$ cat src/rtl/ovf_trap_ctrl_pkg.sv
// Shared definitions for the overflow trap controller: FSM encoding, exception code, default vector.
package ovf_trap_ctrl_pkg;

  typedef enum logic [1:0] {
    ST_IDLE    = 2'd0,
    ST_TRAP    = 2'd1,
    ST_HANDLER = 2'd2,
    ST_RETURN  = 2'd3
  } state_t;

  localparam logic [4:0]  EXC_OV        = 5'd12;
  localparam logic [31:0] TRAP_VEC_DFLT = 32'h8000_0180;

endpackage

$ cat src/rtl/ovf_trap_ctrl_sat_counter.sv
// Saturating up-counter: increments on inc, sticks at all-ones.
module sat_counter #(
  parameter int W = 16
) (
  input  logic         clk,
  input  logic         rst_n,
  input  logic         inc,
  output logic [W-1:0] q
);

  always_ff @(posedge clk) begin
    if (!rst_n) begin
      q <= '0;
    end else if (inc && (q != {W{1'b1}})) begin
      q <= q + W'(1);
    end
  end

endmodule

$ cat src/rtl/ovf_trap_ctrl.sv
// Signed-overflow trap controller: kills the faulting writeback, redirects to the handler,
// saves epc/cause, and returns to epc on eret.
module ovf_trap_ctrl
  import ovf_trap_ctrl_pkg::*;
#(
  parameter logic [31:0] TRAP_VEC = TRAP_VEC_DFLT,
  parameter int          CNT_W    = 16
) (
  input  logic             clk,
  input  logic             rst_n,
  input  logic             ex_valid,
  input  logic             ex_chk_ovf,
  input  logic             ex_ovf,
  input  logic [31:0]      ex_pc,
  input  logic             ie,
  input  logic             eret,
  output logic             wb_kill,
  output logic             flush,
  output logic             pc_redirect,
  output logic [31:0]      redirect_pc,
  output logic [31:0]      epc,
  output logic [4:0]       cause,
  output logic             exl,
  output logic [CNT_W-1:0] ovf_count
);

  state_t state, state_nxt;
  logic   detect;
  logic   trap_taken;
  logic   count_inc;

  assign detect     = ex_valid & ex_chk_ovf & ex_ovf;
  // Gated by rst_n so nothing escapes while reset is asserted.
  assign trap_taken = rst_n & detect & ie & (state == ST_IDLE);
  assign count_inc  = detect & ((state == ST_IDLE) | (state == ST_HANDLER));

  always_ff @(posedge clk) begin
    if (!rst_n) begin
      state <= ST_IDLE;
    end else begin
      state <= state_nxt;
    end
  end

  always_comb begin
    state_nxt = state;
    case (state)
      ST_IDLE:    if (trap_taken) state_nxt = ST_TRAP;
      ST_TRAP:    state_nxt = ST_HANDLER;
      ST_HANDLER: if (eret) state_nxt = ST_RETURN;
      ST_RETURN:  state_nxt = ST_IDLE;
      default:    state_nxt = ST_IDLE;
    endcase
  end

  always_comb begin
    wb_kill     = trap_taken;
    flush       = 1'b0;
    pc_redirect = 1'b0;
    redirect_pc = 32'h0;
    if (rst_n) begin
      case (state)
        ST_TRAP: begin
          flush       = 1'b1;
          pc_redirect = 1'b1;
          redirect_pc = TRAP_VEC;
        end
        ST_RETURN: begin
          flush       = 1'b1;
          pc_redirect = 1'b1;
          redirect_pc = epc;
        end
        default: ;
      endcase
    end
  end

  always_ff @(posedge clk) begin
    if (!rst_n) begin
      epc   <= 32'h0;
      cause <= 5'd0;
      exl   <= 1'b0;
    end else begin
      if (trap_taken) begin
        epc   <= ex_pc;
        cause <= EXC_OV;
      end
      // exl rises one cycle after the redirect and falls one cycle after the return redirect.
      if (state == ST_TRAP) begin
        exl <= 1'b1;
      end else if (state == ST_RETURN) begin
        exl <= 1'b0;
      end
    end
  end

  sat_counter #(.W(CNT_W)) u_ovf_cnt (
    .clk   (clk),
    .rst_n (rst_n),
    .inc   (count_inc),
    .q     (ovf_count)
  );

endmodule

$ cat config.mk
export PLATFORM = sky130hd
export DESIGN_NAME = ovf_trap_ctrl
export DESIGN_NICKNAME = d
export VERILOG_FILES = /design/src/rtl/ovf_trap_ctrl_pkg.sv /design/src/rtl/ovf_trap_ctrl_sat_counter.sv /design/src/rtl/ovf_trap_ctrl.sv
export SDC_FILE = /design/constraint.sdc
export NUM_CORES = 1
export LEC_CHECK = 0
export CORE_MARGIN = 2
export CORE_UTILIZATION = 32
export CTS_BUF_LIST = sky130_fd_sc_hd__clkbuf_16
export CTS_CLUSTER_DIAMETER = 60
export CTS_CLUSTER_SIZE = 20
export DETAILED_ROUTE_END_ITERATION = 10
export PLACE_DENSITY_LB_ADDON = 0.08
export SLEW_MARGIN = 25
export SYNTH_ARGS = -nofsm -noshare
export SYNTH_HDL_FRONTEND = slang
export SYNTH_SLANG_ARGS = --single-unit
$ cat constraint.sdc
create_clock -name clk -period 3 [get_ports clk]
set_input_delay 0.6 -clock clk [delete_from_list [all_inputs] [get_ports clk]]
set_output_delay 0.6 -clock clk [all_outputs]
set_load 0.005 [all_outputs]
==> results.md, run 1 <==
Final layout:
- At the end of the flow the core is filled with cells to 53.3%.
- The final layout contains 473 nets.
- The number of antenna diodes in the final layout is 0.
- After filler insertion, the fill cell instance count of the layout stands at 738.
- The fraction of layout cells with a size suffix above 1 is 5.58%.
- Relative to the synthesized area, the layout overhead comes to 59.6%.

Hold path:
- The worst hold path terminates at epc[19]$_SDFFE_PN0P_.
- The worst hold path begins at epc[19]$_SDFFE_PN0P_.
- The tightest min-delay check is of the flop to flop type.
- The worst hold path was traced through 2 stages.

Power and ir drop:
- Registers are responsible for 47.5% of the overall power.
- The internal power contribution is 1.16 mW.
- For this design the static power due to leakage is 1.46 nW.
- The part of the total power dissipated in the clock network is 35.8%.
- Combinational logic burns 16.8% of the power.
- The fraction of power spent switching nets is 25.2%.
- The switching power is 0.389 mW.
- Dividing total power by cell area gives a power density of 393 nW/um^2.
- VDD sags by at most 0.000302 V.

Worst setup path:
- Walking the worst path, the cells encountered are clkdlybuf4s50_1 -> buf_4 -> and3_1 -> clkdlybuf4s50_1.
- STA classifies the critical path startpoint as an input pin.
- The startpoint identified for the worst register-to-register timing path is state[1]$_SDFFE_PN0P_.
- The maximum fanout count along the critical path is 21.
- At the worst endpoint, the arrival time is 2.11 ns.
- The endpoint kind of the worst setup timing path is an output port.
- The slowest stage of the critical path is the sky130_fd_sc_hd__clkdlybuf4s50_1 cell.
- The worst reg-to-reg setup slack is 1.15 ns.
- Among the stages of the critical path, the cell type that occurs most often is sky130_fd_sc_hd__clkdlybuf4s50_1.
- At the worst endpoint, the required time is 2.40 ns.
- The kind of critical path is input pin to output port.
- The endpoint of the most critical register-to-register path is u_ovf_cnt.q[9]$_SDFFE_PN0P_.
- Measured in cells, the most critical reg-to-reg path has a length of 6.
- On the worst path, the slowest cell contributes a delay of 0.52 ns.

Clocking:
- The maximum level of the CTS H-tree is 2.
- After clock tree synthesis, the flow added hold-fix buffers numbering 0.
- No sink is reached through more buffers than the 2 on the longest clock path.
- The number of cells upsized or downsized after cts is 0.
- For the worst-skew pair, the clock arrives at the later sink with an insertion delay of 0.28 ns.
- The tree is rooted in a sky130_fd_sc_hd__clkbuf_16.
- The CTS tree is built.
- The setup fix buffers added after clock tree synthesis is 0.
- The post-CTS clock slew at the launch and capture registers of the worst setup and hold paths is 0.07 ns.
- The total clock buffers created by CTS is 5.
- The tree built by TritonCTS fans out to 52 sinks.

Detailed routing:
- Before antenna repair, the detailed router went through 4 iterations.
- The wire length reported by the detailed router is 7700 um.
- The DRC violation count after routing is 0.
- The number of vias per cell is 4.94.
- In this run the remaining antenna-violating nets after routing total 0.
- For this block, the via count after detailed routing is 2611.
- In this run, the number of DRC markers left after iteration 0 of detailed routing was 111.
- In the final routed layout, each cell accounts on average for 14.6 um.

STA:
- For the pin with the worst max-slew slack, the measured transition is 0.567 ns.
- The clock period could shrink to 2.71 ns.
- After layout, the worst path uses 90.4% of the clock period.
- The hold violation count in the final report is 0.
- Setup violations remaining at the end of the flow were counted as 0.
- The clock skew after layout is 0.00651 ns.
- The final-report max-slew violation count is 0.
- Based on the critical path, the design can be clocked at up to 369 MHz.
- Measured against its own limit, the worst slew margin works out to 61.8%.
- Setup repair after global routing left no endpoint under its margin.
- The final sum of negative setup slack is 0 ns.

Global route:
- The number of global-route vias before repair is 2431.
- The final global-route overflow total is 0.
- The largest net degree at the start of global routing is 34.
- Global routing used 18.0% of the available tracks.
- The number of antenna violations at the first check in global routing was 0.
- The first-pass GRT wire length is 12300 um.

Logic synthesis:
- The cell type with the highest aggregate area in the netlist is sky130_fd_sc_hd__dfxtp_1.
- The largest family of logic cells by synthesized area is simple AND/OR/NAND/NOR gates.
- Counting every instance in the synthesized netlist gives 311.
- The most used flip-flop cell after synthesis is sky130_fd_sc_hd__dfxtp_1.
- The Yosys step of the flow raised 0 warnings.
- Of the post-synthesis cell area, the part taken by muxes is 0.407%.
- Synthesis inferred 52 register bits.
- The mean post-synth cell area is 7.91 um^2.
- The simple logic cell fraction of the synthesized area is 31.4%.
- The synthesized netlist devotes 17.2% of its cell area to compound gates.
- Of the synthesized area, sequential elements account for 42.3%.
- Sorting the synthesized cells by area gives the leading types as sky130_fd_sc_hd__dfxtp_1, sky130_fd_sc_hd__nand2_1, sky130_fd_sc_hd__a21oi_1, sky130_fd_sc_hd__and3_1, sky130_fd_sc_hd__ha_1.
- The number of distinct library cell variants in the gate-level netlist after synthesis is 40.
- The fraction of synthesized cell area in xor and xnor cells is 0%.
- The async set-reset flop share out of synthesis is 0%.
- Summing every instance area after synthesis gives 2460 um^2.
- The number of enable flip-flop cells after synthesis is 0.
- The synthesized design devotes to its leading area cell type 42.3% of total area.
- After Yosys synthesis, full adders, half adders and majority gates account for 2.54% of the synthesized area.

Floorplan:
- The overall die area is 8410 um^2.
- In this run the count of I/O pins placed on the die edge is 128.
- The overall die width is 91.7 um.
- The die extent in y is 91.7 um.
- The core region is 7370 um^2.
- Once the floorplan was initialized, standard cells occupied 33.4% of the core.
- The number of rows created at floorplan is 31.

Flow run:
- The tool flagged a number of max-cap violations equal to 0.

Place:
- The congestion estimate from routability-driven global placement came to 0.823.
- Buffers placed on the I/O ports in this run total 124.
- The half-perimeter wire length of the detailed placement result is 5600 um.

Run status:
- The run finished with clean final reports.
-- cells by family (layout without fill, tap and decap cells) --
logic type | after synthesis | in the layout
AND/OR/NAND/NOR | 147 | 147
other | 1 | 3
adder cells (fa/ha/maj) | 5 | 5
AO/OA/AOI/OAI | 72 | 72
buffers and inverters | 33 | 150
flip-flops | 52 | 52
multiplexers | 1 | 1
-- flip-flops by register name, indices dropped and copies added (netlist names) --
register / count
cause: 1
epc: 32
exl: 1
state: 2
u_ovf_cnt.q: 16
-- worst max-delay path by stage --
stage,startpoint,to,slack [ns],depth (start not counted)
3_5_place_dp,rst_n,redirect_pc[3],0.27,4
3_3_place_gp,rst_n,redirect_pc[3],0.29,4
6_report,rst_n,redirect_pc[3],0.29,4
2_1_floorplan,ex_ovf,wb_kill,1.09,4
5_1_grt,state[1]$_SDFFE_PN0P_,flush,0.15,5
4_1_cts,rst_n,redirect_pc[3],0.27,4
-- power groups by stage --
| stage | registers, mW | clock network (mW) | logic (mW) |
|---|---|---|---|
| floorplan | 0.747 | 0 | 0.129 |
| finish | 0.733 | 0.552 | 0.259 |
| CTS | 0.733 | 0.569 | 0.262 |
| global route | 0.736 | 0.588 | 0.294 |
| detailed placement | 0.749 | 0 | 0.261 |
| global placement | 0.748 | 0 | 0.258 |
-- critical path, delay by kind of cell --
| family | cells | cell delay [ns] |
|---|---|---|
| buffers and inverters | 3 | 1.29 |
| AND/OR/NAND/NOR | 1 | 0.22 |
-- Yosys cell counts, types with 2 or more instances --
library cell,count
sky130_fd_sc_hd__inv_1,8
sky130_fd_sc_hd__o31ai_1,6
sky130_fd_sc_hd__or3_1,4
sky130_fd_sc_hd__nand4_4,2
sky130_fd_sc_hd__ha_1,5
sky130_fd_sc_hd__nand3_1,5
sky130_fd_sc_hd__nand2b_1,3
sky130_fd_sc_hd__a21oi_1,45
sky130_fd_sc_hd__dfxtp_1,52
sky130_fd_sc_hd__clkbuf_1,15
sky130_fd_sc_hd__nor2_1,11
sky130_fd_sc_hd__nand2_1,73
sky130_fd_sc_hd__nand4_1,5
sky130_fd_sc_hd__or4_1,6
sky130_fd_sc_hd__a311oi_1,2
sky130_fd_sc_hd__o311ai_0,2
sky130_fd_sc_hd__o21ai_0,7
sky130_fd_sc_hd__and3_1,31
sky130_fd_sc_hd__buf_2,3
sky130_fd_sc_hd__buf_4,5
sky130_fd_sc_hd__o41ai_1,2
-- cell usage in the layout (no fill, tap or decap), types with 3 or more instances in the layout --
cell type                         instances
sky130_fd_sc_hd__conb_1                   3
sky130_fd_sc_hd__and3_1                  31
sky130_fd_sc_hd__inv_1                    9
sky130_fd_sc_hd__buf_4                    9
sky130_fd_sc_hd__or3_1                    4
sky130_fd_sc_hd__clkdlybuf4s50_1        124
sky130_fd_sc_hd__dfxtp_1                 52
sky130_fd_sc_hd__o31ai_1                  6
sky130_fd_sc_hd__nand3_1                  5
sky130_fd_sc_hd__o21ai_0                  7
sky130_fd_sc_hd__ha_1                     5
sky130_fd_sc_hd__nor2_1                  11
sky130_fd_sc_hd__clkbuf_16                5
sky130_fd_sc_hd__a21oi_1                 45
sky130_fd_sc_hd__or4_1                    6
sky130_fd_sc_hd__nand2_1                 73
sky130_fd_sc_hd__nand4_1                  5
sky130_fd_sc_hd__nand2b_1                 3
-- cell type report --
type,instances,area (um^2),share of cell area [%]
tap,99,124,3.15
clock buffer,5,125,3.19
clock inverter,3,15.0,0.382
timing repair buffer,133,1310,33.3
multi-input combinational,228,1280,32.6
inverter,9,33.8,0.860
sequential,52,1040,26.5
-- layer usage --
metal,global-route usage [%],up-vias,routed length (um)
met3,5.01,4,589
met5,0,-,0
met4,3.73,0,52
met1,23.8,1194,3490
met2,29.3,97,3570
li1,-,1316,-
-- through the flow --
stage	cell area (um^2)	instances	power, mW	setup WS [ns]	hold slack [ns]
4_1_cts	3930	529	1.56	0.272	0.470
6_report	3930	529	1.54	0.288	0.465
3_5_place_dp	3790	521	1.01	0.272	0.460
3_3_place_gp	3790	521	1.01	0.287	0.454
2_1_floorplan	2470	313	0.876	1.09	0.461
5_1_grt	3930	529	1.62	0.150	0.484
No activity file was read; power rests on OpenSTA's default activity.
==> run 2, diff against run 1 <==
--- a/config.mk
+++ b/config.mk
@@ -15,4 +15,5 @@
 export SLEW_MARGIN = 25
 export SYNTH_ARGS = -nofsm -noshare
 export SYNTH_HDL_FRONTEND = slang
+export SYNTH_HIERARCHICAL = 1
 export SYNTH_SLANG_ARGS = --single-unit
==> run 2 against run 1 <==
  * Critical path depth rose by 1
  * Sequential share of layout area shrank 0.50 points
  * Worst hold slack worse by 0.0046 ns
  * Combinational power increased by 54%
  * Cell area increased by 1.9%
  * Worst setup slack better by 0.15 ns
  * Synthesized area increased by 4.9%
  * Core utilization fell by 1.8 points
  * Synthesized cell count is 2.9% higher
  * Critical path type is now flop to output port
==> results.md, run 2 <==
Run status:
- The flow ran to the end, and the final reports show no timing, DRC or antenna violations.

Detailed routing:
- The number of DRC violations after detailed-routing iteration 0 is 71.
- The final routed wire length divided by cell count is 14.6 um.
- Wires add up to 7830 um.
- The DRC violation count after routing is 0.
- The count of nets left with antenna violations once routing finished came out at 0.
- The number of detailed-routing iterations run before antenna repair is 4.
- Using the TritonRoute via totals, the vias-per-cell ratio works out to 5.03.
- The detailed router placed 2692 vias in this run.

STA:
- After routing, the total negative slack on setup checks comes to 0 ns.
- The clock skew after layout is 0.00253 ns.
- The number of endpoints failing setup at the final stage is 0.
- The post-route clock period utilization is 85.3%.
- The final-report max-slew violation count came to 0.
- Setup repair after global routing left no endpoint under its margin.
- The smallest clock period supported by the final layout is computed as 2.56 ns.
- The worst pin sits at a relative slew slack of 65.5%.
- For this run, the top clock speed supported by timing is 391 MHz.
- The hold violation count in the final report is 0.
- The slew of the pin with the lowest slew margin is 0.511 ns.

Worst setup path:
- The endpoint kind of the worst setup timing path is an output port.
- The nature of the critical path startpoint is a flop.
- The kind of critical path is flop to output port.
- Along the worst path, the maximum fanout reaches 5.
- STA puts the critical path data arrival time at 1.96 ns.
- The worst path required time is 2.40 ns.

Logic synthesis:
- The synthesized netlist cell count is 320.
- In this run the cell area of the synthesized design comes to 2580 um^2.
- The most used flip-flop cell after synthesis is sky130_fd_sc_hd__dfxtp_1.
- Counting flops with a built-in enable in the synthesized netlist gives 0.
- Ranked by total cell area, the synthesized netlist is headed by sky130_fd_sc_hd__dfxtp_1, sky130_fd_sc_hd__and3_1, sky130_fd_sc_hd__nand2_1, sky130_fd_sc_hd__nand3_1, sky130_fd_sc_hd__o21ai_1.
- The proportion of netlist area held by the largest area contributor is 40.3%.
- The number of distinct library cell variants in the gate-level netlist after synthesis is 42.
- In the synthesized netlist, the cells that appear most often are sky130_fd_sc_hd__dfxtp_1, sky130_fd_sc_hd__nand2_1, sky130_fd_sc_hd__and3_1, sky130_fd_sc_hd__nand3_1, sky130_fd_sc_hd__o21ai_1.
- The count of synthesis-stage warnings from yosys is 6.
- The mean post-synth cell area is 8.07 um^2.
- After synthesis, the share of flip-flops with an asynchronous set or reset is 0%.
- The cell type with the highest aggregate area in the netlist is sky130_fd_sc_hd__dfxtp_1.
- The number of flip-flops and latches in the synthesized netlist is 52.
- The share of the Yosys chip area taken by registers is 40.3%.
- The leading cell type by number of instances after synthesis is sky130_fd_sc_hd__dfxtp_1.

Final layout:
- In the layout the commonest cells are sky130_fd_sc_hd__clkdlybuf4s50_1, sky130_fd_sc_hd__dfxtp_1, sky130_fd_sc_hd__nand2_1.
- Of the cells placed in the final design, the portion with a size suffix greater than 1 is 4.85%.
- Summing all flip-flop and latch instances after layout gives 1040 um^2.
- At the end of the flow, the number of nets in the layout was 478.
- The post-layout instance count excluding filler cells is 535.
- The register with the most flip-flops in the layout has 32 of them.
- The library cell used most frequently in the layout, excluding fill and tap cells, is sky130_fd_sc_hd__clkdlybuf4s50_1.
- Counting the fill cells in the layout gives 770.
- The register ranked first by flip-flop count is epc.
- In the final layout, the registers with the most flip-flops are epc x32, u_ovf_cnt/q x16, state x2.
- The repair_antennas step left the layout with diodes totalling 0.
- The layout overhead on the synthesized area is 55.1%.
- The combined area of the multi-input logic cells is 1340 um^2.

Global route:
- Entering global routing, the biggest net connects 34 pins.
- The number of antenna violations at the first check in global routing was 0.
- Summed over all layers, the global routing overflow is 0.
- Global routing used 17.9% of the available tracks.
- The first-pass GRT wire length is 12700 um.
- The number of global-route vias before repair is 2585.

Clocking:
- The total clock buffers created by CTS is 5.
- The TritonCTS sink count is 52.
- Gates resized during post-CTS repair numbered 0.
- The post-CTS clock slew at the launch and capture registers of the worst setup and hold paths is 0.06 ns.
- The H-tree generated during clock tree synthesis spans 2 levels.
- The clock network latency to the later pin of the worst-skew pair is 0.28 ns.
- TritonCTS built the clock tree.
- The number of hold buffers added after CTS was 0.
- The number of setup buffers added after CTS is 0.
- The clock passes through at most 2 buffers.
- The root cell of the clock tree is sky130_fd_sc_hd__clkbuf_16.

Floorplan:
- The number of rows created at floorplan is 32.
- The floorplan step defined a die boundary enclosing 8800 um^2.
- Once the floorplan was initialized, standard cells occupied 33.2% of the core.
- After floorplanning, the core was sized to cover 7770 um^2.
- 128 I/O pins were placed.
- The die is 93.8 um wide.
- The die is 93.8 um tall.

Power and ir drop:
- The worst-case vdd ir drop is 0.000195 V.
- Power spread over the standard cell area amounts to 422 nW/um^2.
- The leakage power summed over all cells is 1.49 nW.

Place:
- The half-perimeter wire length of the detailed placement result is 5620 um.
- The number of instances in the placed design is 528.
- In this run the tool buffered the top-level ports with 124 buffer cells.
- The routability congestion estimate is 0.822.

Hold path:
- The path class of the tightest hold or removal check is flop to flop.

Flow run:
- The number of max-cap violations is 0.
==> run 2: where the power goes <==
group | total [mW] | switching, mW | internal (mW)
clock network | 0.535 | 0.236 | 0.299
registers | 0.754 | 0.0292 | 0.725
logic | 0.399 | 0.199 | 0.200
total | 1.69 | 0.464 | 1.22
==> run 2: per-layer routing <==
metal	vias up	share of wire, %	global-route usage [%]
met4	0	0.56	3.62
met1	1242	48	23.8
met3	4	5.8	4.01
li1	1370	-	-
met2	76	46	29.8
met5	-	0	0
==> run 2: kinds of logic (layout without fill, tap and decap cells) <==
logic type / Yosys count / after routing / synth area share (%)
AND/OR/NAND/NOR: 155 / 155 / 32.9
AO/OA/AOI/OAI: 63 / 63 / 14.0
flip-flops: 52 / 52 / 40.3
buffers and inverters: 38 / 149 / 7.90
adder cells (fa/ha/maj): 6 / 6 / 2.91
multiplexers: 3 / 3 / 1.16
XOR/XNOR: 2 / 2 / 0.679
other: 1 / 3 / 0.145
==> run 2: final timing paths <==
kind / from / endpoint / slack [ns] / cells after the start
worst max register to register: state[0]$_SDFFE_PN0P_ / u_ovf_cnt/q[13]$_SDFFE_PN0P_ / 0.97 / 6
worst max-delay path: state[1]$_SDFFE_PN0P_ / flush / 0.44 / 5
worst min register to register: epc[5]$_SDFFE_PN0P_ / epc[5]$_SDFFE_PN0P_ / 0.46 / 2
worst min-delay path: epc[5]$_SDFFE_PN0P_ / epc[5]$_SDFFE_PN0P_ / 0.46 / 2
==> run 2: per-stage QoR <==
step	util (%)	cell area (um^2)	worst slack [ns]	hold slack (ns)	power [mW]
2_1_floorplan	-	2590	0.682	0.453	0.986
3_3_place_gp	49.8	3870	0.445	0.447	1.17
3_5_place_dp	49.8	3870	0.420	0.454	1.17
4_1_cts	51.5	4000	0.427	0.463	1.71
5_1_grt	51.5	4000	0.222	0.489	1.79
6_report	51.5	4000	0.441	0.460	1.69
==> run 2: worst max-delay path, stage by stage (launching register included) <==
cell                              delay [ns]
sky130_fd_sc_hd__dfxtp_1                0.39
sky130_fd_sc_hd__inv_1                  0.10
sky130_fd_sc_hd__ha_1                   0.25
sky130_fd_sc_hd__o21ai_0                0.38
sky130_fd_sc_hd__inv_1                  0.10
sky130_fd_sc_hd__clkdlybuf4s50_1        0.46
==> run 2: cell type report <==
type	count	share of cell area, %
multi-input cells	232	33.6
repair buffers	135	33.3
flip-flops and latches	52	26.0
well taps	102	3.19
clock buffers	5	3.13
inverters	7	0.656
clock inverters	2	0.188
==> run 3, diff against run 2 <==
--- a/config.mk
+++ b/config.mk
@@ -12,7 +12,7 @@
 export CTS_CLUSTER_SIZE = 20
 export DETAILED_ROUTE_END_ITERATION = 10
 export PLACE_DENSITY_LB_ADDON = 0.08
-export SLEW_MARGIN = 25
+export SLEW_MARGIN = 20
 export SYNTH_ARGS = -nofsm -noshare
 export SYNTH_HDL_FRONTEND = slang
 export SYNTH_HIERARCHICAL = 1
==> results of run 3 <==
No change in the layout: final DEF, timing and power equal those of run 2.
